<file path="config.mk">
export PLATFORM = sky130hd
export DESIGN_NAME = r_ptr_empty_handler_flat
export DESIGN_NICKNAME = d
export VERILOG_FILES = /design/src/rtl/r_ptr_empty_handler_if.sv /design/src/rtl/r_ptr_empty_handler.sv /design/src/flat_wrapper.sv
export SDC_FILE = /design/constraint.sdc
export NUM_CORES = 1
export LEC_CHECK = 0
export BUFFER_PORTS_ARGS = -buffer_cell sky130_fd_sc_hd__buf_2
export CORE_AREA = 2 2 39 41
export CTS_CLUSTER_SIZE = 20
export DETAILED_ROUTE_END_ITERATION = 10
export DIE_AREA = 0 0 41 43
export PLACE_DENSITY = 0.74
export SETUP_SLACK_MARGIN = 0.1
export SLEW_MARGIN = 10
export SYNTH_ARGS = -nofsm -noshare
export SYNTH_HDL_FRONTEND = slang
export SYNTH_SLANG_ARGS = --single-unit
</file>
<file path="constraint.sdc">
create_clock -name r_clk -period 3.7 [get_ports r_clk]
set_input_delay 0.925 -clock r_clk [delete_from_list [all_inputs] [get_ports r_clk]]
set_output_delay 0.925 -clock r_clk [all_outputs]
set_load 0.005 [all_outputs]
</file>
<file path="src/rtl/r_ptr_empty_handler_if.sv">
// Read-side pointer/flag bundle of the async FIFO. The DUT takes the slave modport.
// The occupancy signals exist only when R_ALMOST_EMPTY_EN is defined.
interface r_ptr_empty_handler_if #(
  parameter int ADDR_WIDTH = 3
);
  logic                  r_inc;
  logic [ADDR_WIDTH:0]   w_gr_ptr;
  logic [ADDR_WIDTH-1:0] r_addr;
  logic [ADDR_WIDTH:0]   gr_r_ptr;
  logic [ADDR_WIDTH:0]   sync_gr_w_ptr;
  logic                  r_empty;
`ifdef R_ALMOST_EMPTY_EN
  logic [ADDR_WIDTH:0]   r_level;
  logic                  r_almost_empty;

  modport master (
    output r_inc, w_gr_ptr,
    input  r_addr, gr_r_ptr, sync_gr_w_ptr, r_empty, r_level, r_almost_empty
  );
  modport slave (
    input  r_inc, w_gr_ptr,
    output r_addr, gr_r_ptr, sync_gr_w_ptr, r_empty, r_level, r_almost_empty
  );
`else
  modport master (
    output r_inc, w_gr_ptr,
    input  r_addr, gr_r_ptr, sync_gr_w_ptr, r_empty
  );
  modport slave (
    input  r_inc, w_gr_ptr,
    output r_addr, gr_r_ptr, sync_gr_w_ptr, r_empty
  );
`endif
endinterface

</file>
<file path="src/rtl/r_ptr_empty_handler.sv">
// Read-domain pointer/empty stage of the async FIFO: write-pointer synchroniser, read pointers, registered empty.
// Optional macro R_ALMOST_EMPTY_EN adds registered r_level and r_almost_empty.
module r_ptr_empty_handler #(
  parameter int ADDR_WIDTH  = 3,
  parameter int SYNC_STAGES = 2,
  parameter int AE_THRESH   = 1
) (
  input  logic                   r_clk,
  input  logic                   r_rst,
  r_ptr_empty_handler_if.slave   bus
);
  localparam int PW = ADDR_WIDTH + 1;

  if (SYNC_STAGES < 2 || AE_THRESH < 0) begin : g_bad_param
    $error("r_ptr_empty_handler: SYNC_STAGES must be >= 2 and AE_THRESH >= 0");
  end

  logic [PW-1:0] sync_q [SYNC_STAGES];
  logic [PW-1:0] sync_out;
  logic [PW-1:0] r_bin_q, r_bin_d;
  logic [PW-1:0] r_gr_q,  r_gr_d;
  logic          r_empty_q, r_empty_d;

  // Plain flop chain: nothing may sit between stages of the CDC synchroniser.
  always_ff @(posedge r_clk) begin
    if (r_rst) begin
      for (int i = 0; i < SYNC_STAGES; i++) sync_q[i] <= '0;
    end else begin
      sync_q[0] <= bus.w_gr_ptr;
      for (int i = 1; i < SYNC_STAGES; i++) sync_q[i] <= sync_q[i-1];
    end
  end

  assign sync_out = sync_q[SYNC_STAGES-1];

  always_comb begin
    r_bin_d   = r_bin_q + PW'(bus.r_inc & ~r_empty_q);
    r_gr_d    = r_bin_d ^ (r_bin_d >> 1);
    r_empty_d = (r_gr_d == sync_out);
  end

  always_ff @(posedge r_clk) begin
    if (r_rst) begin
      r_bin_q   <= '0;
      r_gr_q    <= '0;
      r_empty_q <= 1'b1;
    end else begin
      r_bin_q   <= r_bin_d;
      r_gr_q    <= r_gr_d;
      r_empty_q <= r_empty_d;
    end
  end

  assign bus.r_addr        = r_bin_q[ADDR_WIDTH-1:0];
  assign bus.gr_r_ptr      = r_gr_q;
  assign bus.sync_gr_w_ptr = sync_out;
  assign bus.r_empty       = r_empty_q;

`ifdef R_ALMOST_EMPTY_EN
  localparam logic [PW-1:0] AE_T = PW'(AE_THRESH);

  logic [PW-1:0] w_bin;
  logic [PW-1:0] level_d;
  logic [PW-1:0] level_q;
  logic          almost_empty_q;

  // Binary bit i is the XOR of all Gray bits from the MSB down to i.
  for (genvar gi = 0; gi < PW; gi++) begin : g_g2b
    assign w_bin[gi] = ^(sync_out >> gi);
  end

  assign level_d = w_bin - r_bin_d;

  always_ff @(posedge r_clk) begin
    if (r_rst) begin
      level_q        <= '0;
      almost_empty_q <= 1'b1;
    end else begin
      level_q        <= level_d;
      almost_empty_q <= (level_d <= AE_T);
    end
  end

  assign bus.r_level        = level_q;
  assign bus.r_almost_empty = almost_empty_q;
`endif
endmodule
</file>
<file path="src/flat_wrapper.sv">
// flat-port wrapper written by rule: the top's interface ports become plain ports
module r_ptr_empty_handler_flat 
#(
  parameter int ADDR_WIDTH  = 3,
  parameter int SYNC_STAGES = 2,
  parameter int AE_THRESH   = 1
)
  (r_clk, r_rst, bus_r_inc, bus_w_gr_ptr, bus_r_addr, bus_gr_r_ptr, bus_sync_gr_w_ptr, bus_r_empty);
  r_ptr_empty_handler_if #(.ADDR_WIDTH(ADDR_WIDTH)) bus_i ();
  input  logic r_clk;
  input  logic r_rst;
  input wire logic [$bits(bus_i.r_inc)-1:0] bus_r_inc;
  input wire logic [$bits(bus_i.w_gr_ptr)-1:0] bus_w_gr_ptr;
  output wire logic [$bits(bus_i.r_addr)-1:0] bus_r_addr;
  output wire logic [$bits(bus_i.gr_r_ptr)-1:0] bus_gr_r_ptr;
  output wire logic [$bits(bus_i.sync_gr_w_ptr)-1:0] bus_sync_gr_w_ptr;
  output wire logic [$bits(bus_i.r_empty)-1:0] bus_r_empty;
  assign bus_i.r_inc = bus_r_inc;
  assign bus_i.w_gr_ptr = bus_w_gr_ptr;
  assign bus_r_addr = bus_i.r_addr;
  assign bus_gr_r_ptr = bus_i.gr_r_ptr;
  assign bus_sync_gr_w_ptr = bus_i.sync_gr_w_ptr;
  assign bus_r_empty = bus_i.r_empty;
  r_ptr_empty_handler #(.ADDR_WIDTH(ADDR_WIDTH), .SYNC_STAGES(SYNC_STAGES), .AE_THRESH(AE_THRESH)) u_core (.r_clk(r_clk), .r_rst(r_rst), .bus(bus_i));
endmodule
</file>
==> metrics.csv <==
metric,value,unit
tns,0,ns
maxCapViolCount,0,
ys_seq_area_share,51.3,%
synth.cell_area,624,um^2
root_buffer,clkbuf_4,
grt_setup_unrepaired,false,
path_cells,"buf_2, nor2b_1, ha_1, ha_1, xnor3_1, xor2_1, a41o_1",
grt_pass1_vias,348,
layout_setup_ws,1.49,ns
fill_cells,130,
grt_max_degree,17,
grt_pass1_wl,1280,um
drc,0,
vdd_drop_max,0.205,mV
grt_usage,11.3,%
hold_violations,0,
grt-ovfl-total,0,
viasPerCell,4.61,
fmax,453,MHz
cp_slowest_cell,xnor3_1,
synth.area.top_cells,"dfxtp_1, nor2b_1, xnor3_1",
layout_min_cycle_time,2.21,ns
seqCellArea,320,um^2
power.leakage,0.340,nW
finalSetupViolCount,0,
worst_path_most_repeated_cell,ha_1,
io_pins,19,
wl_per_cell,9.41,um
synth_cells,53,
clk_latency,0.27,ns
ctsHoldBuffers,0,
crit_type,primary input to flop,
fp.dieArea,1760,um^2
nets,80,
numCtsBuffers,3,
slew_headroom,81.8,%
slowest_delay,0.44,ns
vias,392,
path_max_fanout,3,
place_congestion,0.647,
layout-drive-gt1-share,31.9,%
critical_path_required,3.87,ns
start_util,45.1,%
grt_antenna_before_repair,0,
worst_pin_slew,0.272,ns
fp.coreArea,1380,um^2
cts_buffer_depth,2,
fp-row-count,14,
ant_nets,0,
ys_types,12,
cts.sinks,16,
diodes,0,
cts.clk_slew.worst_paths,0.08,ns
yosysWarnings,0,
drt_first_pass_iters,2,
finalPower,304,uW
endpoint_kind,flop,
cts_htree_levels,1,
dp_slack,1.19,ns
area_growth,15.8,%
port_buffers,18,
wl,800,um
synth_top_area_share,51.3,%
min_path_type,flop to flop,
multi_input_area,270,um^2
skew,0.000550,ns
p_per_area,420,nW/um^2
worstSetupStartpointType,primary input,
slew_violations,0,
status,"finished, final reports clean",
dr.first_iter.drc_count,1,
synth.avg_cell_area,11.8,um^2
post_cts_buffers,0,
synth_area_leader_cell,dfxtp_1,
ys_seq_elements,16,
worstPathArrival,2.38,ns
die_w,41,um
syn_nets,62,
period_share,59.7,%
cts_tree,done,
die_y,43,um
cts_resized,0,
==> cells in the mapped netlist, drive strengths merged <==
cell    instances
a41o            1
a21boi          1
nor2            5
dfxtp          16
xnor2           5
ha              2
nor2b          11
clkbuf          1
buf             4
nand3           1
xor2            4
xnor3           2
==> logic make-up (layout without fill, tap and decap cells) <==
group           Yosys count  after routing  share of synthesized area (%)
fa+ha+maj                 2              2                           4.01
flops                    16             16                           51.3
xor+xnor                 11             11                           19.8
simple gates             17             17                           14.8
buf+inv                   5             21                           5.41
compound gates            2              2                           4.61
==> area by class of cell <==
class	instances	share of cell area, %
Multi-Input combinational cell	32	37.4
Clock buffer	3	3.11
Sequential cell	16	44.3
Timing Repair Buffer	18	12.5
Tap cell	16	2.77
==> layer usage <==
layer | GRT usage (%) | up-vias | routed length [um]
li1 | - | 197 | -
met1 | 12.5 | 180 | 331
met2 | 16.6 | 13 | 415
met3 | 3.14 | 2 | 44
met4 | 10.0 | 0 | 9
met5 | 0 | - | 0
==> critical path: cells and delay by family <==
kind                       cells  cell delay, ns
adders and majority gates      2            0.49
and+or+nand+nor                1            0.12
xor gates and xnor gates       2            0.60
buffers and inverters          1            0.07
AOI/OAI and AO/OA              1            0.18
==> metrics by stage <==
stage               utilization [%]  area (um^2)  std cells  hold WS (ns)
detailed placement             50.6          701         82         0.428
finish                         52.3          723         85         0.441
global route                   52.3          723         85         0.454
floorplan                         -          624         53         0.414
CTS                            52.3          723         85         0.449
global placement               50.6          701         82         0.418
==> layout by cell type, fill, tap and decap left out, drive strengths merged <==
cell type / synthesis / layout
a21boi: 1 / 1
dfxtp: 16 / 16
xor2: 4 / 4
ha: 2 / 2
buf: 4 / 18
nor2: 5 / 5
xnor2: 5 / 5
nand3: 1 / 1
a41o: 1 / 1
nor2b: 11 / 11
xnor3: 2 / 2
clkbuf: 1 / 3
==> power breakdown <==
part / internal, mW / total, mW / leakage [nW] / switching (mW)
clock: 0.0376 / 0.0836 / 0.0138 / 0.0460
combinational: 0.0192 / 0.0342 / 0.195 / 0.0150
sequential: 0.182 / 0.186 / 0.131 / 0.00393
total: 0.239 / 0.304 / 0.340 / 0.0649
==> path summary, 6_finish.rpt <==
path	start	to	slack (ns)	cells past startpoint
hold / removal	u_core.sync_q[0][0]	u_core.sync_q[0][4]	0.44	1
setup reg to reg	u_core.bus.r_empty	u_core.bus.r_empty	1.91	6
setup / recovery	bus_r_inc	u_core.bus.r_empty	1.49	7
hold reg to reg	u_core.sync_q[0][0]	u_core.sync_q[0][4]	0.44	1
==> sequential cells by signal (all words and copies together) (netlist names) <==
register	flops
u_core.bus.gr_r_ptr	4
u_core.bus.r_empty	1
u_core.r_bin_q	3
u_core.sync_q	8
Power figures use the tool's default switching activity.
